===== src/rtl/hazard_scheduler_if.sv =====
// hazard_scheduler_if
// Bundles the hazard inputs from the pipeline stages and the per-stage
// control outputs of hazard_scheduler.
//   Hazard inputs  : rs1_ID, rs2_ID, rd_EX, MemRead_EX, redirect_EX,
//                    mdu_start_EX, mdu_done, dmem_req_MEM, dmem_ready
//   Control outputs: PCWrite, IFIDWrite, IDEXWrite, EXMEMWrite, IFIDFlush,
//                    IDEXFlush, EXMEMBubble, MEMWBBubble, mdu_abort
//   Counters       : stall_cycles, flush_events (CNT_W bits, saturating)
// The slave modport is the scheduler side; the master modport is the
// pipeline side that supplies hazards and consumes controls.
interface hazard_scheduler_if #(
    parameter int CNT_W = 16
);
    logic [4:0]       rs1_ID;
    logic [4:0]       rs2_ID;
    logic [4:0]       rd_EX;
    logic             MemRead_EX;
    logic             redirect_EX;
    logic             mdu_start_EX;
    logic             mdu_done;
    logic             dmem_req_MEM;
    logic             dmem_ready;
    logic             PCWrite;
    logic             IFIDWrite;
    logic             IDEXWrite;
    logic             EXMEMWrite;
    logic             IFIDFlush;
    logic             IDEXFlush;
    logic             EXMEMBubble;
    logic             MEMWBBubble;
    logic             mdu_abort;
    logic [CNT_W-1:0] stall_cycles;
    logic [CNT_W-1:0] flush_events;

    modport slave (
        input  rs1_ID, rs2_ID, rd_EX, MemRead_EX, redirect_EX,
               mdu_start_EX, mdu_done, dmem_req_MEM, dmem_ready,
        output PCWrite, IFIDWrite, IDEXWrite, EXMEMWrite, IFIDFlush,
               IDEXFlush, EXMEMBubble, MEMWBBubble, mdu_abort,
               stall_cycles, flush_events
    );

    modport master (
        output rs1_ID, rs2_ID, rd_EX, MemRead_EX, redirect_EX,
               mdu_start_EX, mdu_done, dmem_req_MEM, dmem_ready,
        input  PCWrite, IFIDWrite, IDEXWrite, EXMEMWrite, IFIDFlush,
               IDEXFlush, EXMEMBubble, MEMWBBubble, mdu_abort,
               stall_cycles, flush_events
    );
endinterface


===== src/rtl/hazard_scheduler.sv =====
// hazard_scheduler
// Pipeline-control block for the 5-stage core. Merges data-memory wait,
// multi-cycle MUL/DIV, branch/jump redirect and load-use hazards into
// per-stage write enables and flush/bubble controls.
// Ports:
//   clk   : system clock, rising edge
//   rst_n : asynchronous reset, active low
//   bus   : hazard_scheduler_if.slave (hazard inputs, stage controls,
//           saturating stall/flush counters)
// Priority every cycle: mem-wait > MDU > redirect > load-use.
// Control outputs are combinational from the state register and inputs;
// state, watchdog and counters are registered.
module hazard_scheduler #(
    parameter int MDU_TIMEOUT = 64,
    parameter int CNT_W       = 16
) (
    input  logic                 clk,
    input  logic                 rst_n,
    hazard_scheduler_if.slave    bus
);

    localparam logic [1:0] ST_RUN      = 2'd0;
    localparam logic [1:0] ST_MEM_WAIT = 2'd1;
    localparam logic [1:0] ST_MDU_WAIT = 2'd2;

    localparam logic [7:0]       WD_LIMIT = 8'(MDU_TIMEOUT - 1);
    localparam logic [CNT_W-1:0] CNT_MAX  = {CNT_W{1'b1}};
    localparam logic [CNT_W-1:0] CNT_ONE  = {{(CNT_W-1){1'b0}}, 1'b1};

    logic [1:0]       state_q, state_d;
    // Remembers that a mem-wait interrupted MDU_WAIT, so release goes back there.
    logic             ret_mdu_q, ret_mdu_d;
    logic [7:0]       wd_q, wd_d;
    logic [CNT_W-1:0] stall_q, stall_d;
    logic [CNT_W-1:0] flush_q, flush_d;

    logic mem_wait_s;
    logic load_use_s;
    logic mdu_busy_s;
    logic pc_we_s, ifid_we_s, idex_we_s, exmem_we_s;
    logic ifid_fl_s, idex_fl_s, exmem_bub_s, memwb_bub_s, abort_s;

    assign mem_wait_s = bus.dmem_req_MEM & ~bus.dmem_ready;
    assign mdu_busy_s = bus.mdu_start_EX & ~bus.mdu_done;
    assign load_use_s = bus.MemRead_EX & (bus.rd_EX != 5'd0) &
                        ((bus.rd_EX == bus.rs1_ID) | (bus.rd_EX == bus.rs2_ID));

    // Control decode and FSM / watchdog next-state.
    always_comb begin
        pc_we_s     = 1'b1;
        ifid_we_s   = 1'b1;
        idex_we_s   = 1'b1;
        exmem_we_s  = 1'b1;
        ifid_fl_s   = 1'b0;
        idex_fl_s   = 1'b0;
        exmem_bub_s = 1'b0;
        memwb_bub_s = 1'b0;
        abort_s     = 1'b0;
        state_d     = state_q;
        ret_mdu_d   = ret_mdu_q;
        wd_d        = wd_q;

        if (mem_wait_s) begin
            // Whole front of the pipe freezes; watchdog holds its value.
            pc_we_s     = 1'b0;
            ifid_we_s   = 1'b0;
            idex_we_s   = 1'b0;
            exmem_we_s  = 1'b0;
            memwb_bub_s = 1'b1;
            state_d     = ST_MEM_WAIT;
            if (state_q == ST_MDU_WAIT) begin
                ret_mdu_d = 1'b1;
            end else if (state_q == ST_MEM_WAIT) begin
                ret_mdu_d = ret_mdu_q;
            end else begin
                ret_mdu_d = 1'b0;
            end
        end else begin
            case (state_q)
                ST_RUN: begin
                    if (mdu_busy_s) begin
                        pc_we_s     = 1'b0;
                        ifid_we_s   = 1'b0;
                        idex_we_s   = 1'b0;
                        exmem_bub_s = 1'b1;
                        state_d     = ST_MDU_WAIT;
                        wd_d        = 8'd0;
                    end else if (bus.redirect_EX) begin
                        // ID holds a wrong-path instruction, so any load-use stall is moot.
                        ifid_fl_s = 1'b1;
                        idex_fl_s = 1'b1;
                    end else if (load_use_s) begin
                        pc_we_s   = 1'b0;
                        ifid_we_s = 1'b0;
                        idex_fl_s = 1'b1;
                    end else begin
                        state_d = ST_RUN;
                    end
                end
                ST_MDU_WAIT: begin
                    if (bus.mdu_done) begin
                        state_d = ST_RUN;
                    end else if (wd_q == WD_LIMIT) begin
                        // Watchdog: release the pipe, discard the op via the bubble.
                        abort_s     = 1'b1;
                        exmem_bub_s = 1'b1;
                        state_d     = ST_RUN;
                    end else begin
                        pc_we_s     = 1'b0;
                        ifid_we_s   = 1'b0;
                        idex_we_s   = 1'b0;
                        exmem_bub_s = 1'b1;
                        wd_d        = wd_q + 8'd1;
                    end
                end
                ST_MEM_WAIT: begin
                    // Memory released this cycle; resume whatever was interrupted.
                    ret_mdu_d = 1'b0;
                    if (ret_mdu_q && !bus.mdu_done) begin
                        pc_we_s     = 1'b0;
                        ifid_we_s   = 1'b0;
                        idex_we_s   = 1'b0;
                        exmem_bub_s = 1'b1;
                        state_d     = ST_MDU_WAIT;
                    end else begin
                        state_d = ST_RUN;
                    end
                end
                default: begin
                    state_d   = ST_RUN;
                    ret_mdu_d = 1'b0;
                    wd_d      = 8'd0;
                end
            endcase
        end
    end

    // Saturating performance-counter next-state.
    always_comb begin
        stall_d = stall_q;
        flush_d = flush_q;
        if (!pc_we_s && (stall_q != CNT_MAX)) begin
            stall_d = stall_q + CNT_ONE;
        end else begin
            stall_d = stall_q;
        end
        if (ifid_fl_s && (flush_q != CNT_MAX)) begin
            flush_d = flush_q + CNT_ONE;
        end else begin
            flush_d = flush_q;
        end
    end

    // State, watchdog and counter registers.
    always_ff @(posedge clk or negedge rst_n) begin
        if (!rst_n) begin
            state_q   <= ST_RUN;
            ret_mdu_q <= 1'b0;
            wd_q      <= 8'd0;
            stall_q   <= {CNT_W{1'b0}};
            flush_q   <= {CNT_W{1'b0}};
        end else begin
            state_q   <= state_d;
            ret_mdu_q <= ret_mdu_d;
            wd_q      <= wd_d;
            stall_q   <= stall_d;
            flush_q   <= flush_d;
        end
    end

    // While reset is asserted the pipe sees plain RUN defaults regardless of inputs.
    assign bus.PCWrite      = pc_we_s    | ~rst_n;
    assign bus.IFIDWrite    = ifid_we_s  | ~rst_n;
    assign bus.IDEXWrite    = idex_we_s  | ~rst_n;
    assign bus.EXMEMWrite   = exmem_we_s | ~rst_n;
    assign bus.IFIDFlush    = ifid_fl_s   & rst_n;
    assign bus.IDEXFlush    = idex_fl_s   & rst_n;
    assign bus.EXMEMBubble  = exmem_bub_s & rst_n;
    assign bus.MEMWBBubble  = memwb_bub_s & rst_n;
    assign bus.mdu_abort    = abort_s     & rst_n;
    assign bus.stall_cycles = stall_q;
    assign bus.flush_events = flush_q;

endmodule


===== src/flat_wrapper.sv =====
// flat-port wrapper written by rule: the top's interface ports become plain ports
module hazard_scheduler_flat 
#(
    parameter int MDU_TIMEOUT = 64,
    parameter int CNT_W       = 16
)
  (clk, rst_n, bus_rs1_ID, bus_rs2_ID, bus_rd_EX, bus_MemRead_EX, bus_redirect_EX, bus_mdu_start_EX, bus_mdu_done, bus_dmem_req_MEM, bus_dmem_ready, bus_PCWrite, bus_IFIDWrite, bus_IDEXWrite, bus_EXMEMWrite, bus_IFIDFlush, bus_IDEXFlush, bus_EXMEMBubble, bus_MEMWBBubble, bus_mdu_abort, bus_stall_cycles, bus_flush_events);
  hazard_scheduler_if #(.CNT_W(CNT_W)) bus_i ();
  input  logic clk;
  input  logic rst_n;
  input wire logic [$bits(bus_i.rs1_ID)-1:0] bus_rs1_ID;
  input wire logic [$bits(bus_i.rs2_ID)-1:0] bus_rs2_ID;
  input wire logic [$bits(bus_i.rd_EX)-1:0] bus_rd_EX;
  input wire logic [$bits(bus_i.MemRead_EX)-1:0] bus_MemRead_EX;
  input wire logic [$bits(bus_i.redirect_EX)-1:0] bus_redirect_EX;
  input wire logic [$bits(bus_i.mdu_start_EX)-1:0] bus_mdu_start_EX;
  input wire logic [$bits(bus_i.mdu_done)-1:0] bus_mdu_done;
  input wire logic [$bits(bus_i.dmem_req_MEM)-1:0] bus_dmem_req_MEM;
  input wire logic [$bits(bus_i.dmem_ready)-1:0] bus_dmem_ready;
  output wire logic [$bits(bus_i.PCWrite)-1:0] bus_PCWrite;
  output wire logic [$bits(bus_i.IFIDWrite)-1:0] bus_IFIDWrite;
  output wire logic [$bits(bus_i.IDEXWrite)-1:0] bus_IDEXWrite;
  output wire logic [$bits(bus_i.EXMEMWrite)-1:0] bus_EXMEMWrite;
  output wire logic [$bits(bus_i.IFIDFlush)-1:0] bus_IFIDFlush;
  output wire logic [$bits(bus_i.IDEXFlush)-1:0] bus_IDEXFlush;
  output wire logic [$bits(bus_i.EXMEMBubble)-1:0] bus_EXMEMBubble;
  output wire logic [$bits(bus_i.MEMWBBubble)-1:0] bus_MEMWBBubble;
  output wire logic [$bits(bus_i.mdu_abort)-1:0] bus_mdu_abort;
  output wire logic [$bits(bus_i.stall_cycles)-1:0] bus_stall_cycles;
  output wire logic [$bits(bus_i.flush_events)-1:0] bus_flush_events;
  assign bus_i.rs1_ID = bus_rs1_ID;
  assign bus_i.rs2_ID = bus_rs2_ID;
  assign bus_i.rd_EX = bus_rd_EX;
  assign bus_i.MemRead_EX = bus_MemRead_EX;
  assign bus_i.redirect_EX = bus_redirect_EX;
  assign bus_i.mdu_start_EX = bus_mdu_start_EX;
  assign bus_i.mdu_done = bus_mdu_done;
  assign bus_i.dmem_req_MEM = bus_dmem_req_MEM;
  assign bus_i.dmem_ready = bus_dmem_ready;
  assign bus_PCWrite = bus_i.PCWrite;
  assign bus_IFIDWrite = bus_i.IFIDWrite;
  assign bus_IDEXWrite = bus_i.IDEXWrite;
  assign bus_EXMEMWrite = bus_i.EXMEMWrite;
  assign bus_IFIDFlush = bus_i.IFIDFlush;
  assign bus_IDEXFlush = bus_i.IDEXFlush;
  assign bus_EXMEMBubble = bus_i.EXMEMBubble;
  assign bus_MEMWBBubble = bus_i.MEMWBBubble;
  assign bus_mdu_abort = bus_i.mdu_abort;
  assign bus_stall_cycles = bus_i.stall_cycles;
  assign bus_flush_events = bus_i.flush_events;
  hazard_scheduler #(.MDU_TIMEOUT(MDU_TIMEOUT), .CNT_W(CNT_W)) u_core (.clk(clk), .rst_n(rst_n), .bus(bus_i));
endmodule

===== config.mk =====
export PLATFORM = sky130hd
export DESIGN_NAME = hazard_scheduler_flat
export DESIGN_NICKNAME = d
export VERILOG_FILES = /design/src/rtl/hazard_scheduler_if.sv /design/src/rtl/hazard_scheduler.sv /design/src/flat_wrapper.sv
export SDC_FILE = /design/constraint.sdc
export NUM_CORES = 1
export LEC_CHECK = 0
export ABC_AREA = 1
export CORE_UTILIZATION = 50
export CTS_BUF_LIST = sky130_fd_sc_hd__clkbuf_4 sky130_fd_sc_hd__clkbuf_8 sky130_fd_sc_hd__clkbuf_16
export DETAILED_ROUTE_END_ITERATION = 12
export PLACE_DENSITY = 0.87
export SYNTH_ARGS = -nofsm -noshare
export SYNTH_HDL_FRONTEND = slang
export SYNTH_SLANG_ARGS = --single-unit
export TNS_END_PERCENT = 50

===== constraint.sdc =====
create_clock -name clk -period 2.6 [get_ports clk]
set_clock_uncertainty 0.2 [all_clocks]
set_input_delay 0.52 -clock clk [delete_from_list [all_inputs] [get_ports clk]]
set_output_delay 0.52 -clock clk [all_outputs]
set_load 0.005 [all_outputs]

==> metrics, run 1 <==
final count of negative-setup-slack endpoints=17; Synthesis Warnings=0; row count=27; Net Count, Synth=approximately 430; status=finished, violations left; Worst EP required=2.60 ns; DRC=0; top cell type's share of synthesized area=between 30% and 40%; synthesized area per cell=between 7 and 8 um2; Post-Syn Area=between 2000 and 3000 um2; reg2reg path depth=17; Fill cells=364; layout cells sized above 1=approximately a fifth; Post-CTS Hold Fix Bufs=0; boundary pin count=64; cts bufs inserted=5; Area contributors post-synth=dfrtp_1 38%, nand2_1 16%, inv_1 7.5%; drt via density=slightly below 6; routability congestion estimate=0.8721; minimum clock period=roughly 2.9 ns; post-route insts no fill=587; GRT Util Overall=a little under a third; Routed wire per std cell=about 17 um; register area share after synthesis=between 30% and 40%; failing checks=negative setup slack; initial antenna violation count=0; placed cell count=roughly 540; Setup crit end=u_core.wd_q[2]; worst vdd ir=roughly 430 uV; core area=between 5000 and 6000 um2; drt first pass iters=6; ANT cells=0; flop and latch count out of synthesis=43; Max Transition Viols Final=0; CTS root buf=clkbuf_8; HP Class=in2async; total gr overflow=0; P_leak=roughly 2.1 nW; clk_lat worst skew=~0.31 ns; DRT antenna net count=0; most common cell after layout, fill and taps aside=nand2_1; Mapped Cells=around 400; Die Wd=between 70 and 80 um; largest area contributor in the netlist=dfrtp_1; Hold Fails Final Rpt=0; IO Port Bufs=between 60 and 70; via count=roughly 3500; CTS tree=built; Post-synth EDFFs=0; final wirelength=slightly above 10 mm; Initial Utilization=approximately 52%; Crit. End Element=flop; commonest non-fill, non-tap cells in the layout=118 x nand2_1, 55 x inv_1, 47 x buf_4; fin nets=540; Async SR Flop Fraction=100.0%; PwrDens=570.1 nW/um2; vias in the first global route=between 3000 and 4000; RSZ-0062 raised after global routing=true; r2r setup slk=-0.32 ns; H-Tree Level Count=2; largest net degree at the start of global routing=44; Final Power=around 0.0024 W; die area=~6000 um2; Main synth FF type=dfrtp_1; Yosys cell types=32; reg2reg end=u_core.wd_q[2]; Setup WS post-layout=-0.3206 ns; Worst Path Max Fanout=5; r2r startpoint=u_core.wd_q[1]; DIE HEIGHT=77.59 um; kind of critical path=reg2reg; first-pass GRT wire length=around 15 mm; initial DRC count=approximately 330; area delta synth->final=46.56%; crit start category=flop; Period Utilization, post-route=112.3%; max_cap viols=0; CTS Buffer Depth=2; hpwl dp=about 5.4 mm; worst-margin pin slew=0.6481 ns; Slew HR=56.63%; clk sink count=43; Worst Path Arrival=2.92 ns; clock slew seen by the registers of the worst setup and hold paths=about 0.090 ns; fmax=between 0.3 and 0.4 GHz; CP startpoint=u_core.wd_q[1]
-- layout make-up --
type                            instances  area, um2  area share (%)
Sequential cell                        43       1076           25.70
Timing Repair Buffer                  113       1011           24.15
Clock buffer                            6      82.58           1.973
Clock inverter                          2      38.79          0.9265
Tap cell                               72      90.09           2.152
Multi-Input combinational cell        290       1657           39.57
Inverter                               61      231.5           5.529
-- cells by family (layout without fill, tap and decap cells) --
logic type                 count (synthesis)  after routing  synth area share [%]
and+or+nand+nor                          235            236                 38.20
xor gates and xnor gates                  27             27                 8.278
buffers and inverters                     67            182                 9.549
adders and majority gates                  3              3                 1.314
AOI/OAI and AO/OA                         24             24                 4.994
DFF                                       43             43                 37.67
-- sequential cells by signal, indices dropped and copies added (netlist names) --
name,cells
u_core.bus.flush_events,16
u_core.bus.stall_cycles,16
u_core.wd_q,8
u_core.state_q,2
u_core.ret_mdu_q,1
-- metrics by stage --
step	setup TNS (ns)	area [um2]	hold slack, ns	util (%)	setup slack, ns
final	-2.896	4187	0.1132	76.03	-0.3206
after global routing	-3.748	4187	0.1705	76.03	-0.3369
after global placement	-1.850	3633	0.3093	65.99	-0.3482
after CTS	-0.6066	4019	0.1424	72.98	-0.1098
after detailed placement	-2.310	3633	0.3167	65.99	-0.4107
after floorplan	0	2856	0.02441	-	0.3523
-- timing repair --
item / CTS / global route
resized for setup: 37 / 38
setup endpoints to repair: 9 / 20
buffers inserted: 30 / 7
pin swaps: 6 / 21
cloned: 0 / 1
-- cells in the mapped netlist (6+ instances only) --
master,count
nand2_1,124
a21oi_1,6
inv_1,57
dfrtp_1,43
o21ai_0,12
nor2_1,37
xor2_1,11
nand3_1,20
nand4_1,27
xnor2_1,16
nor3_1,7
-- layer usage --
layer | vias to the layer above | share of wire (%) | GRT usage (%)
li1 | 1500 | - | -
met1 | 1606 | 35 | 35.41
met2 | 292 | 48 | 53.81
met3 | 101 | 8.9 | 7.412
met4 | 0 | 7.8 | 19.43
met5 | - | 0 | 0
-- critical path: stages, from the launching register on --
cell and delay (ns):
dfrtp_1 0.44, ha_4 0.20, nand3_4 0.10, nor2_4 0.13, nand4_1 0.20, buf_4 0.22, buf_4 0.12, buf_4 0.12
buf_4 0.12, buf_4 0.12, buf_4 0.12, buf_4 0.14, nand2_4 0.06, nand2_4 0.08, nand2_8 0.11, inv_4 0.06
a21oi_1 0.17, nor2_1 0.09
-- worst min path at each step --
stage                               start  slack, ns  depth (start not counted)                           to
3_3_place_gp   u_core.bus.flush_events[3]       0.31                          1   u_core.bus.flush_events[3]
5_1_grt                             rst_n       0.17                          2            u_core.state_q[1]
6_report                            rst_n       0.11                          2            u_core.state_q[1]
4_1_cts                             rst_n       0.14                          2  u_core.bus.stall_cycles[13]
2_1_floorplan                       rst_n       0.02                          0   u_core.bus.flush_events[0]
3_5_place_dp   u_core.bus.flush_events[2]       0.32                          1   u_core.bus.flush_events[2]
-- power breakdown --
part	internal, W	total, W	switching (W)
Combinational	0.000417	0.000862	0.000444
Clock	0.000316	0.000576	0.000259
Sequential	0.000781	0.000949	0.000169
Total	0.00151	0.00239	0.000873
(Power assumes the default switching activity.)
==> run 2, diff against run 1 <==
--- a/config.mk
+++ b/config.mk
@@ -6,11 +6,11 @@
 export NUM_CORES = 1
 export LEC_CHECK = 0
 export ABC_AREA = 1
-export CORE_UTILIZATION = 50
+export CORE_UTILIZATION = 51
 export CTS_BUF_LIST = sky130_fd_sc_hd__clkbuf_4 sky130_fd_sc_hd__clkbuf_8 sky130_fd_sc_hd__clkbuf_16
 export DETAILED_ROUTE_END_ITERATION = 12
-export PLACE_DENSITY = 0.87
+export PLACE_DENSITY = 0.89
 export SYNTH_ARGS = -nofsm -noshare
 export SYNTH_HDL_FRONTEND = slang
 export SYNTH_SLANG_ARGS = --single-unit
-export TNS_END_PERCENT = 50
+export TNS_END_PERCENT = 5
==> metrics, run 2 (synthesis results as in run 1) <==
status=finished, violations left; failing checks=negative setup slack; GRT Util Overall=25.76% (-5.8 points); HP Class=in2async; ANT cells=0 (unchanged); drt via density=5.303 (-11%); crit-path max cell delay=0.53 ns (+0.09 ns); IO Port Bufs=63 (unchanged); boundary pin count=64 (unchanged); area delta synth->final=34.12%; Period Utilization, post-route=105.9% (-6.4 points); commonest non-fill, non-tap cells in the layout=120 x nand2_1, 57 x inv_1, 51 x clkdlybuf4s50_1; Sequential Power Share=41.6% (+1.8 points); Worst Path Arrival=2.03 ns (-0.89 ns); Worst Path Max Fanout=3 (-2); kind of critical path=reg2out; CTS root buf=clkbuf_8; minimum clock period=2.753 ns (-0.1672 ns); Post-CTS Hold Fix Bufs=0 (unchanged); PwrDens=592.6 nW/um2 (+4.0%); final wirelength=7.336 mm (-29%); footprint of the multi-input gates=1553 um2 (-6.3%); total gr overflow=0 (unchanged); Hold Fails Final Rpt=0 (unchanged); clock power share=24.2% (about the same); Internal Power=0.001491 W (-1.5%); routability congestion estimate=0.8959 (+2.7%); Fill cells=398 (+9.3%); max_cap viols=0 (unchanged); row count=26 (-3.7%); DIE HEIGHT=76.84 um (-0.96%); post-route insts no fill=554 (-5.6%); crit start category=flop; vias in the first global route=2729 (-18%); P_leak=1.878 nW (-12%); fin util=73.15% (-2.9 points); layout cells sized above 1=13.43% (-7.7 points); cts bufs inserted=5 (unchanged); CTS tree=built; most common cell after layout, fill and taps aside=nand2_1; core area=5238 um2 (-4.9%); Max Transition Viols Final=0 (unchanged); DRT antenna net count=0 (unchanged); clk_lat worst skew=0.30 ns (about the same); DP Worst Slack=-0.3732 ns (+0.03750 ns); fin nets=509 (-5.7%); Comb pwr share=34.3% (-1.8 points); setup TNS=-0.5485 ns (+2.348 ns); initial antenna violation count=0 (unchanged); clock slew seen by the registers of the worst setup and hold paths=0.09 ns (about the same); reg2reg path depth=11 (-6); fmax=0.3632 GHz (+6.1%); Slew HR=64.14% (+7.5 points); Worst EP required=1.88 ns (-0.72 ns); H-Tree Level Count=2 (unchanged); sw frac=34.34% (-2.2 points); P_sw=0.0007797 W (-11%); worst vdd ir=481.4 uV (+12%); Slowest-stage cell, CP=clkdlybuf4s50_1; clk sink count=43 (unchanged); final count of negative-setup-slack endpoints=6 (-11); Crit. End Element=primary output; hpwl dp=5.288 mm (-2.1%); via count=2938 (-16%); Routed wire per std cell=13.24 um (-24%); Die Wd=76.84 um (-0.96%); final hold slack=0.09718 ns (-0.01602 ns); register area=1076 um2 (unchanged); drt first pass iters=6 (unchanged); Initial Utilization=54.54% (+2.7 points); die area=5904 um2 (-1.9%); DRC=0 (unchanged); CTS Buffer Depth=2 (unchanged); placed cell count=541 (-0.18%); worst-margin pin slew=0.5379 ns (-0.1103 ns); worst-path cell chain=ha_2 -> nand3_1 -> nor2_1 -> nand4_1 -> nor4_2 -> clkdlybuf4s50_1; initial DRC count=228 (-32%); Setup WS post-layout=-0.1534 ns (+0.1672 ns); first-pass GRT wire length=12.27 mm (-18%); RSZ-0062 raised after global routing=true; largest net degree at the start of global routing=44 (unchanged)
-- run 2: worst paths after layout --
kind	startpoint	to	slack [ns]
min reg2reg	u_core.bus.flush_events[5]	u_core.bus.flush_events[5]	0.33
max	u_core.wd_q[0]	bus_mdu_abort	-0.15
max in group asynchronous	rst_n	u_core.bus.stall_cycles[13]	1.71
max reg2reg	u_core.wd_q[0]	u_core.bus.stall_cycles[10]	0.42
min	rst_n	u_core.state_q[0]	0.1
min in group clk	u_core.bus.flush_events[5]	u_core.bus.flush_events[5]	0.33
-- run 2: layout make-up --
| class | instances | area share (%) |
|---|---|---|
| timing repair buffer | 83 | 20.05 |
| multi-input combinational | 289 | 40.53 |
| inverter | 61 | 5.977 |
| sequential | 43 | 28.09 |
| clock inverter | 2 | 0.9144 |
| tap | 70 | 2.286 |
| clock buffer | 6 | 2.155 |
-- run 2: per-layer routing --
layer	vias up	wire length, um	track usage [%]
met2	110	3718	44.11
met3	13	373	3.690
li1	1431	-	-
met5	-	0	0
met1	1384	3126	32.67
met4	0	117	10.00
-- run 2: through the flow --
| step | instance area, um2 | total power, W |
|---|---|---|
| after floorplan | 2856 | 0.001305 |
| after global placement | 3638 | 0.001648 |
| after detailed placement | 3638 | 0.001689 |
| after CTS | 3762 | 0.002232 |
| after global routing | 3831 | 0.002396 |
| final | 3831 | 0.002270 |
-- run 2: power groups by stage --
stage / combinational (W) / clock (W) / sequential (W)
6_report: 0.000778 / 0.000548 / 0.000944
5_1_grt: 0.000854 / 0.000579 / 0.000963
3_5_place_dp: 0.000745 / 0 / 0.000944
2_1_floorplan: 0.000383 / 0 / 0.000922
4_1_cts: 0.000747 / 0.000548 / 0.000937
3_3_place_gp: 0.000710 / 0 / 0.000938
-- run 2: what timing repair did --
action                                 CTS  global route
buffers inserted                         1             4
endpoints found under the hold margin    0             0
pin swaps                                1             5
setup endpoints to repair                9             9
gates resized for setup                 13            15
-- run 2: critical path: cells and delay by family (launching register included) --
family / cells / cell delay, ns
adders and majority gates: 1 / 0.19
buffers and inverters: 1 / 0.53
DFF: 1 / 0.37
and+or+nand+nor: 4 / 0.65
